--- src/rtl/mux_arb_pkg.sv ---
// Shared encodings for the two-requester arbiter on the 2:1 data-select path.
package mux_arb_pkg;

  typedef enum logic [1:0] {
    IDLE  = 2'b00,
    GNT_A = 2'b01,
    GNT_B = 2'b10
  } state_t;

  localparam logic SEL_A = 1'b0;
  localparam logic SEL_B = 1'b1;

endpackage

--- src/rtl/mux_arb21_rr_pick.sv ---
// Combinational two-way round-robin picker: pri breaks ties, a lone requester always wins.
module rr_pick
  import mux_arb_pkg::*;
(
  input  logic A_valid,
  input  logic B_valid,
  input  logic pri,
  output logic grant_valid,
  output logic grant_sel
);

  assign grant_valid = A_valid | B_valid;
  assign grant_sel   = (A_valid && B_valid) ? pri : (B_valid ? SEL_B : SEL_A);

endmodule

--- src/rtl/mux_arb21.sv ---
// Round-robin burst arbiter feeding one registered valid/ready output stage from requester A or B.
module mux_arb21
  import mux_arb_pkg::*;
#(
  parameter int WIDTH     = 16,
  parameter int MAX_BURST = 4
) (
  input  logic             clk,
  input  logic             rst_n,
  input  logic             A_valid,
  input  logic [WIDTH-1:0] A_data,
  input  logic             A_last,
  output logic             A_ready,
  input  logic             B_valid,
  input  logic [WIDTH-1:0] B_data,
  input  logic             B_last,
  output logic             B_ready,
  output logic             Y_valid,
  output logic [WIDTH-1:0] Y_data,
  output logic             Y_last,
  input  logic             Y_ready,
  output logic             S,
  output logic             busy
);

  localparam int CNT_W = $clog2(MAX_BURST) + 1;
  localparam logic [CNT_W-1:0] CNT_LAST = CNT_W'(MAX_BURST - 1);

  state_t             state_reg, state_next;
  logic               pri_reg, pri_next;
  logic               s_reg, s_next;
  logic [CNT_W-1:0]   cnt_reg, cnt_next;
  logic               y_valid_reg, y_valid_next;
  logic [WIDTH-1:0]   y_data_reg, y_data_next;
  logic               y_last_reg, y_last_next;

  logic               grant_valid, grant_sel;
  logic               out_free, x_valid, x_last, xfer, at_limit;
  logic [WIDTH-1:0]   x_data;

  rr_pick u_pick (
    .A_valid     (A_valid),
    .B_valid     (B_valid),
    .pri         (pri_reg),
    .grant_valid (grant_valid),
    .grant_sel   (grant_sel)
  );

  // Ready depends only on state and the output slot, never on the requester's valid.
  assign out_free = !y_valid_reg || Y_ready;
  assign A_ready  = (state_reg == GNT_A) && out_free;
  assign B_ready  = (state_reg == GNT_B) && out_free;

  assign x_valid  = (state_reg == GNT_B) ? B_valid : A_valid;
  assign x_data   = (state_reg == GNT_B) ? B_data  : A_data;
  assign x_last   = (state_reg == GNT_B) ? B_last  : A_last;
  assign xfer     = x_valid && (A_ready || B_ready);
  assign at_limit = (cnt_reg == CNT_LAST);

  always_comb begin
    state_next   = state_reg;
    pri_next     = pri_reg;
    s_next       = s_reg;
    cnt_next     = cnt_reg;
    y_valid_next = y_valid_reg;
    y_data_next  = y_data_reg;
    y_last_next  = y_last_reg;

    case (state_reg)
      IDLE: begin
        if (grant_valid) begin
          state_next = (grant_sel == SEL_B) ? GNT_B : GNT_A;
          s_next     = grant_sel;
        end
      end
      GNT_A, GNT_B: begin
        if (xfer && (x_last || at_limit)) begin
          state_next = IDLE;
          cnt_next   = '0;
          pri_next   = (state_reg == GNT_A) ? SEL_B : SEL_A;
        end else if (xfer) begin
          cnt_next = cnt_reg + CNT_W'(1);
        end
      end
      default: state_next = IDLE;
    endcase

    if (xfer) begin
      y_valid_next = 1'b1;
      y_data_next  = x_data;
      y_last_next  = x_last || at_limit;
    end else if (Y_ready) begin
      y_valid_next = 1'b0;
    end
  end

  always_ff @(posedge clk or negedge rst_n) begin
    if (!rst_n) begin
      state_reg   <= IDLE;
      pri_reg     <= SEL_A;
      s_reg       <= SEL_A;
      cnt_reg     <= '0;
      y_valid_reg <= 1'b0;
      y_data_reg  <= '0;
      y_last_reg  <= 1'b0;
    end else begin
      state_reg   <= state_next;
      pri_reg     <= pri_next;
      s_reg       <= s_next;
      cnt_reg     <= cnt_next;
      y_valid_reg <= y_valid_next;
      y_data_reg  <= y_data_next;
      y_last_reg  <= y_last_next;
    end
  end

  assign Y_valid = y_valid_reg;
  assign Y_data  = y_data_reg;
  assign Y_last  = y_last_reg;
  assign S       = s_reg;
  assign busy    = (state_reg != IDLE);

endmodule

--- config.mk ---
export PLATFORM = sky130hd
export DESIGN_NAME = mux_arb21
export DESIGN_NICKNAME = d
export VERILOG_FILES = /design/src/rtl/mux_arb_pkg.sv /design/src/rtl/mux_arb21_rr_pick.sv /design/src/rtl/mux_arb21.sv
export SDC_FILE = /design/constraint.sdc
export NUM_CORES = 1
export LEC_CHECK = 0
export CORE_MARGIN = 5
export CORE_UTILIZATION = 30
export CTS_CLUSTER_DIAMETER = 120
export DETAILED_ROUTE_END_ITERATION = 8
export MAX_ROUTING_LAYER = met4
export PLACE_DENSITY = 0.71
export SYNTH_ARGS = -nofsm -noshare
export SYNTH_HDL_FRONTEND = slang
export SYNTH_HIERARCHICAL = 1
export SYNTH_SLANG_ARGS = --single-unit
--- constraint.sdc ---
create_clock -name clk -period 2.2 [get_ports clk]
set_input_delay 0.55 -clock clk [delete_from_list [all_inputs] [get_ports clk]]
set_output_delay 0.55 -clock clk [all_outputs]
set_load 0.01 [all_outputs]
After elaboration in Yosys (flattened, before gate mapping)
Index checks and enable logic that the tools add are counted.
{"block": "totals", "reg_bits": 25, "input_bits": 39, "out_inout_bits": 22, "word_cells": 46}
{"block": "op_classes", "addsub": 1, "eq_ne": 5, "muxes": 14, "n_bitwise": 1, "reduce_logical": 18}
{"op": "two-way mux 16 bit", "count": 1}
{"op": "AND reduction 2 bit", "count": 4}
{"op": "two-way mux 1 bit", "count": 7}
{"op": "two-way mux 2 bit", "count": 3}
{"op": "two-way mux 3 bit", "count": 2}
{"op": "nonzero test 2 bit", "count": 3}
{"op": "logical AND 1 bit", "count": 5}
{"op": "!= test 2 bit (second input constant)", "count": 2}
{"op": "one-hot mux 2 bit (2 select lines)", "count": 1}
{"op": "adder 3 x 1 -> 3 bit (second input constant)", "count": 1}
{"op": "equality test 3 x 2 -> 1 bit (second input constant)", "count": 1}
{"op": "logical OR 1 bit", "count": 3}
{"op": "equality test 2 x 1 -> 1 bit (second input constant)", "count": 1}
{"op": "equality test 2 bit (second input constant)", "count": 1}
{"op": "zero test 2 bit", "count": 1}
{"op": "OR reduction 2 bit", "count": 1}
{"op": "zero test 1 bit", "count": 1}
{"op": "OR 1 bit", "count": 1}

Longest topological paths before layout
Gate-level depths: netlist of run 1.
{"block": "depth", "ltp_word": 8, "depth_mapped": 9, "ltp_nobuf": 6}

Hierarchy
Netlist of run 1, hierarchy kept.
{"module": "mux_arb21", "n_inst": 1, "cells_each": 121, "area_each_um2": 1273.7, "seq_area_each_um2": 625.6}
{"module": "rr_pick", "n_inst": 1, "cells_each": 3, "area_each_um2": 17.5, "seq_area_each_um2": 0.0}

Worst setup path after synthesis of run 1
OpenSTA, ideal clock, no wires.
{"block": "synth_path", "path_type": "reg2reg", "from": "reg state_reg[0]", "to": "reg pri_reg", "setup_time_ns": 0.127, "arrival_ns": 1.687, "t_required_ns": 2.073, "slack_ns": 0.385, "stages_incl_launch_ff": 8, "path_buffers": 1, "synth_period_minus_slack_ns": 1.815, "cell_sequence": "dfrtp_1 -> inv_1 -> ha_1 -> buf_6 -> mux2_4 -> or2_4 -> nand3_2 -> mux2_1"}
{"block": "synth_between", "elab_chain_len": 6, "elab_cells_between_ends": 13, "cone_classes": "eq/ne (2); mux (3); reduce/logical (8)"}
{"item": "from (decl)", "line_no": "mux_arb21.sv:29", "text": "state_t state_reg, state_next;"}
{"item": "from (signal assigned)", "line_no": "mux_arb21.sv:107", "text": "state_reg <= state_next;"}
{"item": "equality test 2 x 1 -> 1 bit or equality test 2 bit (tied branches)"}
{"item": "logical AND 1 bit (on tied branches)", "line_no": "mux_arb21.sv:51, mux_arb21.sv:52"}
{"item": "logical OR 1 bit", "line_no": "mux_arb21.sv:57", "text": "assign xfer = x_valid && (A_ready || B_ready);"}
{"item": "logical AND 1 bit", "line_no": "mux_arb21.sv:57"}
{"item": "logical AND 1 bit", "line_no": "mux_arb21.sv:77", "text": "if (xfer && (x_last || at_limit)) begin"}
{"item": "AND reduction 2 bit (no line)"}
{"item": "to (signal assigned)", "line_no": "mux_arb21.sv:108", "text": "pri_reg <= pri_next;"}
{"item": "to (decl)", "line_no": "mux_arb21.sv:30", "text": "logic pri_reg, pri_next;"}
Parallel ways exist; a longest one is shown, timed or not.
A chain may end at the register's enable or synchronous reset.

Worst setup path in the final report of run 1
{"block": "layout_path", "from": "reg state_reg[0]", "to": "out busy"}
{"block": "layout_between", "elab_chain_len": 1}
{"item": "nonzero test 2 bit", "line_no": "mux_arb21.sv:121", "text": "assign busy = (state_reg != IDLE);"}
{"item": "to (decl)", "line_no": "mux_arb21.sv:23", "text": "output logic busy"}
No other way between the ends.

==> impl_metrics.env, run 1 <==
export IMPL_outcome="complete, no violations"
export IMPL_antenna_found_initial=0
export IMPL_comb_power_share_pct=55.2
export IMPL_postCtsResizedCells=3
export IMPL_cts_htree_levels=1
export IMPL_finalPower_w=0.00234
export IMPL_most_common_cell_in_the_synthesized_netlist="dfrtp_1"
export IMPL_cts_root_to_sink_buffers=2
export IMPL_synth_area_leaders="dfrtp_1 48%, mux2i_1 12%, a21oi_1 6.6%"
export IMPL_setup_worst_path_class="reg -> out"
export IMPL_route_antenna_remaining_nets=0
export IMPL_drt_wirelength_per_cell_um=12.4
export IMPL_hold_worst_path_end="S$_DFFE_PN0P_"
export IMPL_layout_filler_cells=390
export IMPL_post_synth_instance_area_um2=1290
export IMPL_sw_frac_of_total_pct=36.2
export IMPL_first_pass_grt_wire_length_um=4790
export IMPL_syn_num_nets=168
export IMPL_insertedDiodeCount=0
export IMPL_setup_worst_path_end_class="primary output"
export IMPL_wirelength_um=2950
export IMPL_final_max_slew_viol_count=0
export IMPL_drt_iter0_drc=28
export IMPL_power_net_switching_w=0.000845
export IMPL_clkSinkCount=25
export IMPL_synth_async_reset_ratio_pct=100
export IMPL_io_buffer_count=60
export IMPL_clk_latency_worst_skew_pair_ns=0.27
export IMPL_start_util_pct=31.6
export IMPL_die_area_um2=5720
export IMPL_largest_reg_flops=16
export IMPL_dp_final_hpwl_um=2360
export IMPL_crit_path_start_kind="flip-flop"
export IMPL_syn_inst=124
export IMPL_layout_worst_path_cycle_share_pct=95.8
export IMPL_seqPwrFrac_pct=33.4
export IMPL_synthesized_area_divided_by_synthesized_cell_count_um2=10.4
export IMPL_layout_nets=233
export IMPL_grt_use_total_pct=11.1
export IMPL_final_setup_skew_ns=0.00892
export IMPL_core_area_um2=4090
export IMPL_netlist_area_leader_share_pct=48.4
export IMPL_max_cap_check_violation_count=0
export IMPL_vdd_ir_drop_max_mv=0.479
export IMPL_worst_r2r_endpoint="pri_reg$_DFFE_PN0P_"
export IMPL_synth_seq_cells=25
export IMPL_rsz_0062_raised_after_global_routing="false"
export IMPL_flow_area_growth_from_synthesis_pct=54.7
export IMPL_clkTransAtPathRegs_ns=0.09
export IMPL_synth_seq_area_share_pct=48.4
export IMPL_placed_cell_area_um2=1950
export IMPL_p_int_w=0.00149
export IMPL_r2r_cells=6
export IMPL_first_global_vias=1043
export IMPL_holdPathStages=2
export IMPL_ioPinCount=61
export IMPL_cts_buffers=3
export IMPL_post_cts_repair_setup_buffers=0
export IMPL_routed_via_count=1070
export IMPL_crit_fanout=3
export IMPL_clock_fmax_mhz=475
export IMPL_drt_drc_violations_left=0
export IMPL_synthDominantAreaCellType="dfrtp_1"
export IMPL_timing_max_slew_rel_slack_pct=78.4
export IMPL_crit_reg2reg_launch="state_reg[0]$_DFFE_PN0P_"
export IMPL_setup_viol_count_final=0
export IMPL_timing_critical_path_arrival_ns=1.56
export IMPL_yosys_warnings=6
export IMPL_chipHeight_um=75.6
export IMPL_cts_hold_buf=0
export IMPL_clock_tree_from_tritoncts="yes"
export IMPL_gr_ovfl_total=0
export IMPL_synth_distinct_cells=28
export IMPL_cellPowerDensity_nw_per_um2=1170
export IMPL_finish_instance_area_um2=2000
export IMPL_synthFlopType="dfrtp_1"
export IMPL_routability_driven_placement_congestion_ratio=0.762
export IMPL_firstDrtPassIters=5
export IMPL_grt_start_max_net_pins=26
export IMPL_p_leak_nw=0.842
export IMPL_hold_start="S$_DFFE_PN0P_"
export IMPL_reg2reg_slack_ns=0.35
export IMPL_power_clock_fraction_pct=11.4
export IMPL_period_needed_ns=2.11
export IMPL_clk_root_buffer_cell="clkbuf_8"
export IMPL_final_hold_violation_count=0
export IMPL_via_per_inst=4.50
export IMPL_synth_top_cells_by_count="25 x dfrtp_1, 21 x nor2_1, 17 x a21oi_1"
export IMPL_worst_margin_slew_ns=0.324
export IMPL_fp_dieW_um=75.6
export IMPL_final_layout_size_suffix_gt1_share_pct=8.51
export IMPL_worst_hold_path_type="reg -> reg"
export IMPL_cp_data_required_time_ns=1.65
export IMPL_placement_rows=23
export IMPL_synth_edff_count=0
cells in the final DEF (no fill, tap or decap), types with 2 or more instances in the layout:
cell and n:
clkdlybuf4s50_1 58, dfrtp_1 25, nor2_1 21, a21oi_1 17, mux2i_1 16, inv_1 6, buf_4 6, nand2_1 5
ha_1 4, mux2_1 3, clkbuf_8 3, and2_1 2, a21o_1 2, o32ai_1 2, dlygate4sd2_1 2
power groups by stage:
stage                     registers, W  logic (W)  clock network (W)
after floorplan               0.000866   0.000649                  0
after global placement        0.000784    0.00130                  0
after detailed placement      0.000792    0.00132                  0
after CTS                     0.000784    0.00131           0.000280
after global routing          0.000811    0.00143           0.000300
final                         0.000781    0.00129           0.000267
critical path: stages (launching register included):
cell	delay [ns]
dfrtp_1	0.36
inv_1	0.08
ha_1	0.23
inv_1	0.09
clkdlybuf4s50_1	0.54
per-stage QoR:
step,setup slack [ns],setup TNS (ns),std cells,hold WS [ns],util (%)
after floorplan,0.385,0,124,0.254,-
after global placement,-0.111,-0.219,234,0.465,47.8
after detailed placement,-0.115,-0.228,234,0.471,47.8
after CTS,0.0743,0,238,0.492,48.9
after global routing,0.00589,0,238,0.518,48.9
final,0.0929,0,238,0.487,48.9
worst max-delay path by stage:
stage                                        start                   to  slack [ns]  cells past startpoint
after floorplan           state_reg[0]$_DFFE_PN0P_  pri_reg$_DFFE_PN0P_        0.39                      7
after global placement                     Y_ready              B_ready       -0.11                      4
after detailed placement                   Y_ready              B_ready       -0.12                      4
after CTS                 state_reg[0]$_DFFE_PN0P_                 busy        0.07                      4
after global routing      state_reg[0]$_DFFE_PN0P_                 busy       0.006                      4
final                     state_reg[0]$_DFFE_PN0P_                 busy        0.09                      4
area by class of cell:
cell class / instances / area [µm²] / share of cell area [%]
Sequential cell: 25 / 626 / 31.3
Inverter: 7 / 26.3 / 1.32
Timing Repair Buffer: 66 / 643 / 32.2
Tap cell: 50 / 62.6 / 3.13
Clock buffer: 4 / 45.0 / 2.26
Multi-Input combinational cell: 86 / 594 / 29.8
per-layer routing:
metal  up-vias  GRT usage [%]  routed length [µm]  share of wire [%]
met5         -              -                   0                  0
met2        37           17.5                1440                 49
met3         2           2.90                 228                7.7
li1        550              -                   -                  -
met4         0           2.33                  13               0.44
met1       481           14.5                1270                 43
cell families (layout without fill, tap and decap cells):
| family | count (synthesis) | count (layout) | share of synthesized area (%) |
|---|---|---|---|
| flip-flops | 25 | 25 | 48.4 |
| multiplexers | 20 | 20 | 16.2 |
| AO/OA/AOI/OAI | 25 | 25 | 11.3 |
| AND/OR/NAND/NOR | 36 | 36 | 13.5 |
| adder cells (fa/ha/maj) | 5 | 5 | 4.84 |
| buffers and inverters | 13 | 77 | 5.72 |
Note: power is estimated with default switching activity, not from simulation.
==> inputs of run 2 (changes only) <==
- PLACE_DENSITY: 0.71 -> 0.6
==> run 2 against run 1 <==
  * Sequential power barely moved
  * Routed wire length rose by 8.3%
  * Global-route usage rose by 1.3 points
  * Clock power rose by 2%
  * Clock skew rose by 0.0020 ns
  * Cell area barely moved
  * Register-to-register slack got worse by 0.14 ns
  * Combinational power barely moved
  * Largest power group unchanged
  * Highest routed layer unchanged
==> impl_metrics.env, run 2 (synthesis gave the netlist of run 1 again) <==
export IMPL_clock_tree_from_tritoncts="yes"
export IMPL_setup_slack_ns=0.105
export IMPL_final_cell_mix="58 x clkdlybuf4s50_1, 25 x dfrtp_1, 21 x nor2_1"
export IMPL_layout_worst_path_cycle_share_pct=95.2
export IMPL_cts_buffers=3
export IMPL_setup_viol_count_final=0
export IMPL_final_setup_skew_ns=0.0109
export IMPL_cp_data_required_time_ns=1.65
export IMPL_worstPathCellList="inv_1 > ha_1 > inv_1 > clkdlybuf4s50_1"
export IMPL_die_area_um2=5720
export IMPL_max_cap_check_violation_count=0
export IMPL_firstDrtPassIters=4
export IMPL_timing_critical_path_arrival_ns=1.54
export IMPL_ioPinCount=61
export IMPL_peak_usage_layer_in_the_global_routing_report="met2"
export IMPL_final_layout_size_suffix_gt1_share_pct=8.51
export IMPL_clk_latency_worst_skew_pair_ns=0.27
export IMPL_dp_final_hpwl_um=2560
export IMPL_grt_met2_usage_pct=19.6
export IMPL_vdd_ir_drop_max_mv=0.438
export IMPL_cts_root_to_sink_buffers=2
export IMPL_grt_use_total_pct=12.5
export IMPL_worst_hold_slack_ns=0.489
export IMPL_timing_max_slew_rel_slack_pct=78.7
export IMPL_antenna_found_initial=0
export IMPL_critical_path_max_stage_delay_ns=0.53
export IMPL_timing_critical_path_mode_cell="inv_1"
export IMPL_wirelength_um=3190
export IMPL_final_hold_violation_count=0
export IMPL_drt_wirelength_per_cell_um=13.4
export IMPL_dpl_ws_ns=-0.125
export IMPL_clkSinkCount=25
export IMPL_cts_hold_buf=0
export IMPL_clk_root_buffer_cell="clkbuf_8"
export IMPL_worst_path_max_delay_cell="clkdlybuf4s50_1"
export IMPL_insertedDiodeCount=0
export IMPL_drt_iter0_drc=29
export IMPL_finalPower_w=0.00235
export IMPL_rsz_0062_raised_after_global_routing="false"
export IMPL_flow_area_growth_from_synthesis_pct=54.6
export IMPL_largest_reg_flops=16
export IMPL_worst_hold_path_type="reg -> reg"
export IMPL_layout_nets=233
export IMPL_cellPowerDensity_nw_per_um2=1180
export IMPL_via_per_inst=4.65
export IMPL_setup_worst_path_end_class="primary output"
export IMPL_reg2reg_slack_ns=0.21
export IMPL_p_leak_nw=0.847
export IMPL_final_core_utilization_pct=48.8
export IMPL_grt_start_max_net_pins=26
export IMPL_outcome="complete, no violations"
export IMPL_layout_filler_cells=365
export IMPL_core_area_um2=4090
export IMPL_clock_fmax_mhz=477
export IMPL_start_util_pct=31.6
export IMPL_drt_drc_violations_left=0
export IMPL_first_pass_grt_wire_length_um=5190
export IMPL_fp_dieW_um=75.6
export IMPL_worst_margin_slew_ns=0.319
export IMPL_routed_via_count=1107
export IMPL_period_needed_ns=2.09
export IMPL_fin_setup_tns_ns=0
export IMPL_placement_rows=23
export IMPL_groute_layer_met3_usage_pct=3.03
export IMPL_io_buffer_count=60
export IMPL_layout_commonest_cell="clkdlybuf4s50_1"
export IMPL_crit_path_start_kind="flip-flop"
export IMPL_gr_ovfl_total=0
export IMPL_cts_htree_levels=1
export IMPL_route_antenna_remaining_nets=0
export IMPL_clkTransAtPathRegs_ns=0.08
export IMPL_first_global_vias=1157
export IMPL_chipHeight_um=75.6
export IMPL_setup_worst_path_class="reg -> out"
export IMPL_crit_fanout=3
export IMPL_routability_driven_placement_congestion_ratio=0.722
export IMPL_grtUsageMet1_pct=15.4
export IMPL_final_max_slew_viol_count=0
-- run 2: cell types whose count changed in the layout (fill, tap and decap cells not counted) --
cell	delta
ha_2	-1
clkinv_2	+1
clkbuf_1	-1
ha_1	+1
-- run 2: worst max-delay path: cells and delay by family (launching register included) --
family,cells,cell delay [ns]
buffers and inverters,3,0.70
flip-flops,1,0.36
adder cells (fa/ha/maj),1,0.22
-- run 2: worst paths after layout --
| kind | depth (start not counted) | endpoint | from |
|---|---|---|---|
| worst max-delay path | 4 | busy | state_reg[0]$_DFFE_PN0P_ |
| worst min-delay path | 2 | S$_DFFE_PN0P_ | S$_DFFE_PN0P_ |
| worst max register to register | 7 | pri_reg$_DFFE_PN0P_ | state_reg[0]$_DFFE_PN0P_ |
| worst min register to register | 2 | S$_DFFE_PN0P_ | S$_DFFE_PN0P_ |
| max in group asynchronous | 2 | Y_data[0]$_DFFE_PN0P_ | rst_n |
| min in group asynchronous | 2 | cnt_reg[1]$_DFFE_PN0P_ | rst_n |
-- run 2: power breakdown --
part,total (W),internal (W),switching (W),leakage (nW)
Clock,0.000273,0.000127,0.000146,0.0255
Combinational,0.00129,0.000687,0.000604,0.531
Sequential,0.000784,0.000675,0.000109,0.290
-- run 2: area by class of cell --
class | instances | area (µm²) | share of cell area [%]
flip-flops and latches | 25 | 626 | 31.3
well taps | 50 | 62.6 | 3.13
repair buffers | 66 | 643 | 32.2
clock buffers | 3 | 41.3 | 2.07
clock inverters | 1 | 5.00 | 0.251
inverters | 7 | 26.3 | 1.32
multi-input cells | 86 | 592 | 29.7
-- run 2: metrics by stage --
step	cell area, µm²	instances
floorplan	1290	124
global placement	1950	234
detailed placement	1950	234
CTS	2000	238
global route	2000	238
finish	2000	238
-- run 2: repair_timing --
item,in CTS,in global routing
buffers inserted,0,0
endpoints found under the setup margin,2,0
gates resized for setup,2,0
-- run 2: per-layer routing --
layer,routed length [µm],vias up
met5,0,-
li1,-,551
met3,271,7
met1,1390,501
met4,48,0
met2,1480,48
